`src/rtl/fetch_unit.sv`:
```
// Decoupled RV32I instruction fetch: pipelined memory requests, in-order responses buffered
// with their PC in a small prefetch queue, and redirects that flush the queue and drop stale responses.
module fetch_unit #(
    parameter int unsigned     XLEN         = 32,
    parameter int unsigned     ILEN         = 32,
    parameter logic [XLEN-1:0] RESET_PC     = '0,
    parameter int unsigned     FIFO_DEPTH   = 4,
    parameter int unsigned     MAX_INFLIGHT = 4
) (
    input  logic            clk,
    input  logic            areset_n,
    input  logic            fetch_en,
    input  logic            redirect_valid,
    input  logic [XLEN-1:0] redirect_pc,
    output logic            req_valid,
    input  logic            req_ready,
    output logic [XLEN-1:0] req_addr,
    input  logic            rsp_valid,
    input  logic [ILEN-1:0] rsp_data,
    output logic            instr_valid,
    input  logic            instr_ready,
    output logic [ILEN-1:0] instr,
    output logic [XLEN-1:0] instr_pc
);

    localparam int unsigned IW = $clog2(MAX_INFLIGHT + 1);
    localparam int unsigned CW = $clog2(FIFO_DEPTH + 1);
    localparam int unsigned PW = $clog2(FIFO_DEPTH);
    localparam int unsigned SW = ((IW > CW) ? IW : CW) + 1;

    logic [XLEN-1:0] fetch_pc;
    logic [XLEN-1:0] rsp_pc;
    logic [IW-1:0]   inflight;
    logic [IW-1:0]   drop_cnt;
    logic [CW-1:0]   count;
    logic [PW-1:0]   rd_ptr;
    logic [PW-1:0]   wr_ptr;

    logic [ILEN-1:0] q_data [FIFO_DEPTH];
    logic [XLEN-1:0] q_pc   [FIFO_DEPTH];

    logic [XLEN-1:0] redirect_aligned;
    logic [SW-1:0]   credit_used;
    logic            issue;
    logic            push;
    logic            pop;

    assign redirect_aligned = redirect_pc & ~XLEN'(3);

    // Queue slots already occupied plus those promised to live (non-dropped) responses.
    assign credit_used = SW'(count) + SW'(inflight) - SW'(drop_cnt);

    assign req_valid = areset_n & fetch_en & ~redirect_valid
                     & (inflight < IW'(MAX_INFLIGHT))
                     & (credit_used < SW'(FIFO_DEPTH));
    assign req_addr  = fetch_pc;
    assign issue     = req_valid & req_ready;

    assign push = rsp_valid & ~redirect_valid & (drop_cnt == '0);

    assign instr_valid = areset_n & (count != '0) & ~redirect_valid;
    assign pop         = instr_valid & instr_ready;
    assign instr       = instr_valid ? q_data[rd_ptr] : '0;
    assign instr_pc    = instr_valid ? q_pc[rd_ptr]   : '0;

    // NOTE: sequential state uses non-blocking assignments so every register samples pre-edge values.
    always_ff @(posedge clk or negedge areset_n) begin
        if (!areset_n) begin
            fetch_pc <= RESET_PC;
            rsp_pc   <= RESET_PC;
            inflight <= '0;
            drop_cnt <= '0;
            count    <= '0;
            rd_ptr   <= '0;
            wr_ptr   <= '0;
        end else if (redirect_valid) begin
            fetch_pc <= redirect_aligned;
            rsp_pc   <= redirect_aligned;
            inflight <= inflight - IW'(rsp_valid);
            drop_cnt <= inflight - IW'(rsp_valid);
            count    <= '0;
            rd_ptr   <= '0;
            wr_ptr   <= '0;
        end else begin
            if (issue) begin
                fetch_pc <= fetch_pc + XLEN'(4);
            end
            if (push) begin
                rsp_pc <= rsp_pc + XLEN'(4);
                wr_ptr <= wr_ptr + PW'(1);
            end
            if (pop) begin
                rd_ptr <= rd_ptr + PW'(1);
            end
            if (rsp_valid && (drop_cnt != '0)) begin
                drop_cnt <= drop_cnt - IW'(1);
            end
            inflight <= inflight + IW'(issue) - IW'(rsp_valid);
            count    <= count + CW'(push) - CW'(pop);
        end
    end

    // NOTE: queue storage has no reset; count gates every read, so stale contents are never visible.
    always_ff @(posedge clk) begin
        if (push) begin
            q_data[wr_ptr] <= rsp_data;
            q_pc[wr_ptr]   <= rsp_pc;
        end
    end

endmodule
```
`config.mk`:
```
export PLATFORM = sky130hd
export DESIGN_NAME = fetch_unit
export DESIGN_NICKNAME = d
export VERILOG_FILES = /design/src/rtl/fetch_unit.sv
export SDC_FILE = /design/constraint.sdc
export NUM_CORES = 1
export LEC_CHECK = 0
export CORE_MARGIN = 2
export CORE_UTILIZATION = 51
export CTS_CLUSTER_DIAMETER = 100
export DETAILED_ROUTE_END_ITERATION = 16
export PLACE_DENSITY = 0.83
export SETUP_SLACK_MARGIN = 0.4
export SYNTH_ARGS = -nofsm -noshare
export SYNTH_HDL_FRONTEND = slang
export SYNTH_SLANG_ARGS = --single-unit
```
`constraint.sdc`:
```
create_clock -name clk -period 3.1 [get_ports clk]
set_input_delay 0.62 -clock clk [delete_from_list [all_inputs] [get_ports clk]]
set_output_delay 0.62 -clock clk [all_outputs]
set_load 0.1 [all_outputs]
```
==> key figures <==
Outcome
  • Status: finished with violations
  • Failing checks: setup timing

Timing
  • Fmax: 303 MHz
  • Worst rel slew slack: 0.444
  • Setup violations, final: 3
  • Tcrit/Tclk final: 1.07
  • Slew Viols, Final: 0
  • Minimum clock period: 3300 ps
  • Slew @ Worst Pin: 834 ps
  • Final hold vios: 0
  • Final hold slack: about 170 ps
  • RSZ-0062 raised after global routing: yes
  • Final WS setup: -203 ps
  • Clock skew: around 14 ps

Synth
  • Async SR Flop Fraction: 0.227
  • EDFF count, synth: 248
  • Seq/Total Area, Yosys: 0.659
  • Mapped Avg Cell Area: 15.9 µm²
  • Gate Count Post-Synth: between 800 and 900
  • Synth unique cells: 64
  • Post-Syn Area: 14,100 µm²
  • Dominant synthesized flop cell: edfxtp_1
  • Yosys warns: 0
  • Number of synthesized register bits: 321

Setup path
  • Slowest stage delay, CP: 550 ps
  • Critical Path RT: 2480 ps
  • Critical Path End Type: primary output
  • Crit path cell chain: fa_1 -> inv_1 -> ha_1 -> and3b_2 -> o211a_1 -> buf_6 -> nor2_4 -> nor2_4 -> buf_12
  • Critical Path Start Type: flip-flop
  • WP data arrival: 2680 ps
  • Crit-path max FO: 2
  • CP max-delay cell: fa_1
  • Critical path class: flip-flop to primary output
  • Most frequent cell on the critical path: nor2_4

Die
  • Die width: 170 µm
  • CORE AREA: 27,000 µm²
  • Io pins: 169
  • Initial Utilization: 0.520
  • Die Y: 170 µm
  • Die area: 28,900 µm²
  • Site row count: 60

Clock network
  • Worst-skew pair later-pin latency: about 510 ps
  • H-tree level count: 2
  • CTS tree: yes
  • Clock sinks: 321
  • Number of buffers created by CTS: 34
  • Hold Buf Count CTS: 0
  • Clock-pin slew on the worst setup and hold paths: ~60 ps
  • Bufs on Longest Clock Path: 3
  • Root Driver: clkbuf_16

Placement
  • Post-DP HPWL: between 15,000 and 20,000 µm
  • Port Buffers: around 160
  • Routability congestion estimate: 0.889
  • Dpl cells: 1,377
  • Pre-CTS setup slack: -50.5 ps

Power and ir drop
  • Switching part of the total: 0.300
  • Total power: 12,500 µW
  • Internal: 8730 µW
  • Power Density: 655 nW/µm²
  • Clk pwr share: 0.324
  • Seq pwr share: 0.410
  • Net Sw Power: 3740 µW
  • Comb power frac: 0.266
  • Static leakage: 0.00669 µW
  • Max VDD drop: 0.473 mV

Routing
  • Routed WL: 32,000 µm
  • Routed vias: 8,616
  • Pre-Repair DR Iteration Count: 5
  • WL per Instance: ~22 µm
  • Via/cell ratio: 5.85
  • DR iter-0 viols: 807
  • Post-route DRC: 0
  • Antenna-violating nets left: 0

Finish
  • Non-filler cells, final: 1,474
  • Area grow syn2layout: 35.3%
  • Final net count: between 1k and 1.5k
  • Ant diodes: 0
  • Layout cells sized above 1: 0.384

GRT
  • Largest net degree at the start of global routing: 65
  • Number of global-route vias before repair: 8,666
  • First-pass GRT wire length: around 50,000 µm
  • Initial antenna violation count: 0
  • All-Layer GR Usage: 0.220
  • Gr ovfl total: 0

Worst hold path
  • Worst Hold Class: input pin to async pin

Job
  • Max Cap Viol: 0
area by class of cell:
| type | instances | area, µm² |
|---|---|---|
| clock buffer | 43 | 926 |
| multi-input combinational | 483 | 4940 |
| timing repair buffer | 231 | 3130 |
| clock inverter | 18 | 199 |
| sequential | 321 | 9280 |
| fill | 1645 | 7990 |
| tap | 341 | 427 |
| inverter | 37 | 139 |
final timing paths:
path | end | from | slack, ps | depth (start not counted)
setup / recovery | req_valid | drop_cnt[1] | -200 | 9
hold / removal | req_addr[6] | areset_n | 170 | 2
setup reg to reg | inflight[2] | drop_cnt[1] | -120 | 14
hold reg to reg | wr_ptr[1] | wr_ptr[1] | 590 | 2
max in group asynchronous | rd_ptr[0] | areset_n | 2060 | 2
min in group clk | wr_ptr[1] | redirect_valid | 440 | 2
cell usage in the layout (no fill, tap or decap), types with 14 or more instances in the layout:
cell type,instances
edfxtp_1,248
buf_12,83
dfrtp_1,71
clkdlybuf4s50_1,66
and2_4,63
mux4_2,62
buf_4,54
xnor2_1,36
clkbuf_16,35
inv_1,34
nor2_1,29
nand2_1,28
nor3_1,18
a21oi_1,17
buf_6,17
nand4_1,15
nand3_1,14
nor3_2,14
ha_1,14
what timing repair did:
item                       4_1_cts  5_1_grt
setup buffers                   18        9
cloned                           8        1
resized for setup               98       55
pin swaps                       14       33
setup endpoints to repair       89       96
power groups by stage:
stage | Combinational (µW) | Clock (µW) | Sequential (µW)
CTS | 2940 | 4100 | 5100
detailed placement | 2570 | 0 | 5210
floorplan | 1520 | 0 | 5420
global placement | 2520 | 0 | 5190
global route | 3490 | 4250 | 5140
finish | 3320 | 4040 | 5120
cells in the mapped netlist, types with 5 or more instances:
| library cell | number | share of area |
|---|---|---|
| edfxtp_1 | 248 | 0.53 |
| dfrtp_1 | 73 | 0.13 |
| and2_1 | 70 | 0.031 |
| mux4_2 | 62 | 0.099 |
| xnor2_1 | 37 | 0.023 |
| inv_1 | 36 | 0.0096 |
| nor2_1 | 33 | 0.0088 |
| nand2_1 | 28 | 0.0075 |
| nor3_1 | 24 | 0.0085 |
| clkbuf_1 | 23 | 0.0061 |
| a21oi_1 | 18 | 0.0064 |
| ha_1 | 17 | 0.015 |
| nand4_1 | 15 | 0.0067 |
| nand3_1 | 14 | 0.0050 |
| mux2_2 | 13 | 0.010 |
| buf_2 | 10 | 0.0036 |
| nand2b_1 | 10 | 0.0044 |
| nor3_2 | 10 | 0.0071 |
| nor4_1 | 10 | 0.0044 |
| a21boi_1 | 9 | 0.0048 |
| and4_1 | 9 | 0.0056 |
| o31a_1 | 8 | 0.0050 |
| and3_1 | 7 | 0.0031 |
| o21ai_0 | 7 | 0.0025 |
| xor2_1 | 7 | 0.0044 |
| a311oi_1 | 6 | 0.0037 |
| buf_1 | 6 | 0.0016 |
| buf_4 | 5 | 0.0027 |
| mux2i_1 | 5 | 0.0036 |
critical path: cells and delay by family, from the launching register on:
family | cells | cell delay, ps
simple gates | 3 | 390
flops | 1 | 400
compound gates | 1 | 240
fa+ha+maj | 2 | 820
buf+inv | 3 | 330
sequential cells by signal (all words and copies together), names as in the netlist, 3 cells and up:
signal and count:
req_addr 30, rsp_pc 30, count 3, drop_cnt 3, q_data 128, q_pc 120
inflight 3
metal layers:
metal | track usage | up-vias | wire length, µm
met5 | 0 | - | 0
li1 | - | 3832 | -
met1 | 0.297 | 4297 | 12700
met3 | 0.0391 | 77 | 2330
met4 | 0.0606 | 0 | 915
met2 | 0.371 | 410 | 16000
through the flow:
| stage | TNS, ps | utilization | area (µm²) |
|---|---|---|---|
| after floorplan | -93.2 | - | 14200 |
| after global placement | 0 | 0.628 | 17000 |
| after detailed placement | -50.5 | 0.628 | 17000 |
| after CTS | -714 | 0.690 | 18700 |
| after global routing | -787 | 0.704 | 19000 |
| final | -408 | 0.704 | 19000 |
cell families after synthesis:
| group | after synthesis | share of synthesized area |
|---|---|---|
| flops | 321 | 0.659 |
| simple gates | 254 | 0.114 |
| buf+inv | 83 | 0.0254 |
| mux | 80 | 0.113 |
| compound gates | 78 | 0.0399 |
| xor+xnor | 44 | 0.0274 |
| fa+ha+maj | 21 | 0.0208 |
| other cells | 1 | 0.000267 |
(Power assumes the default switching activity.)
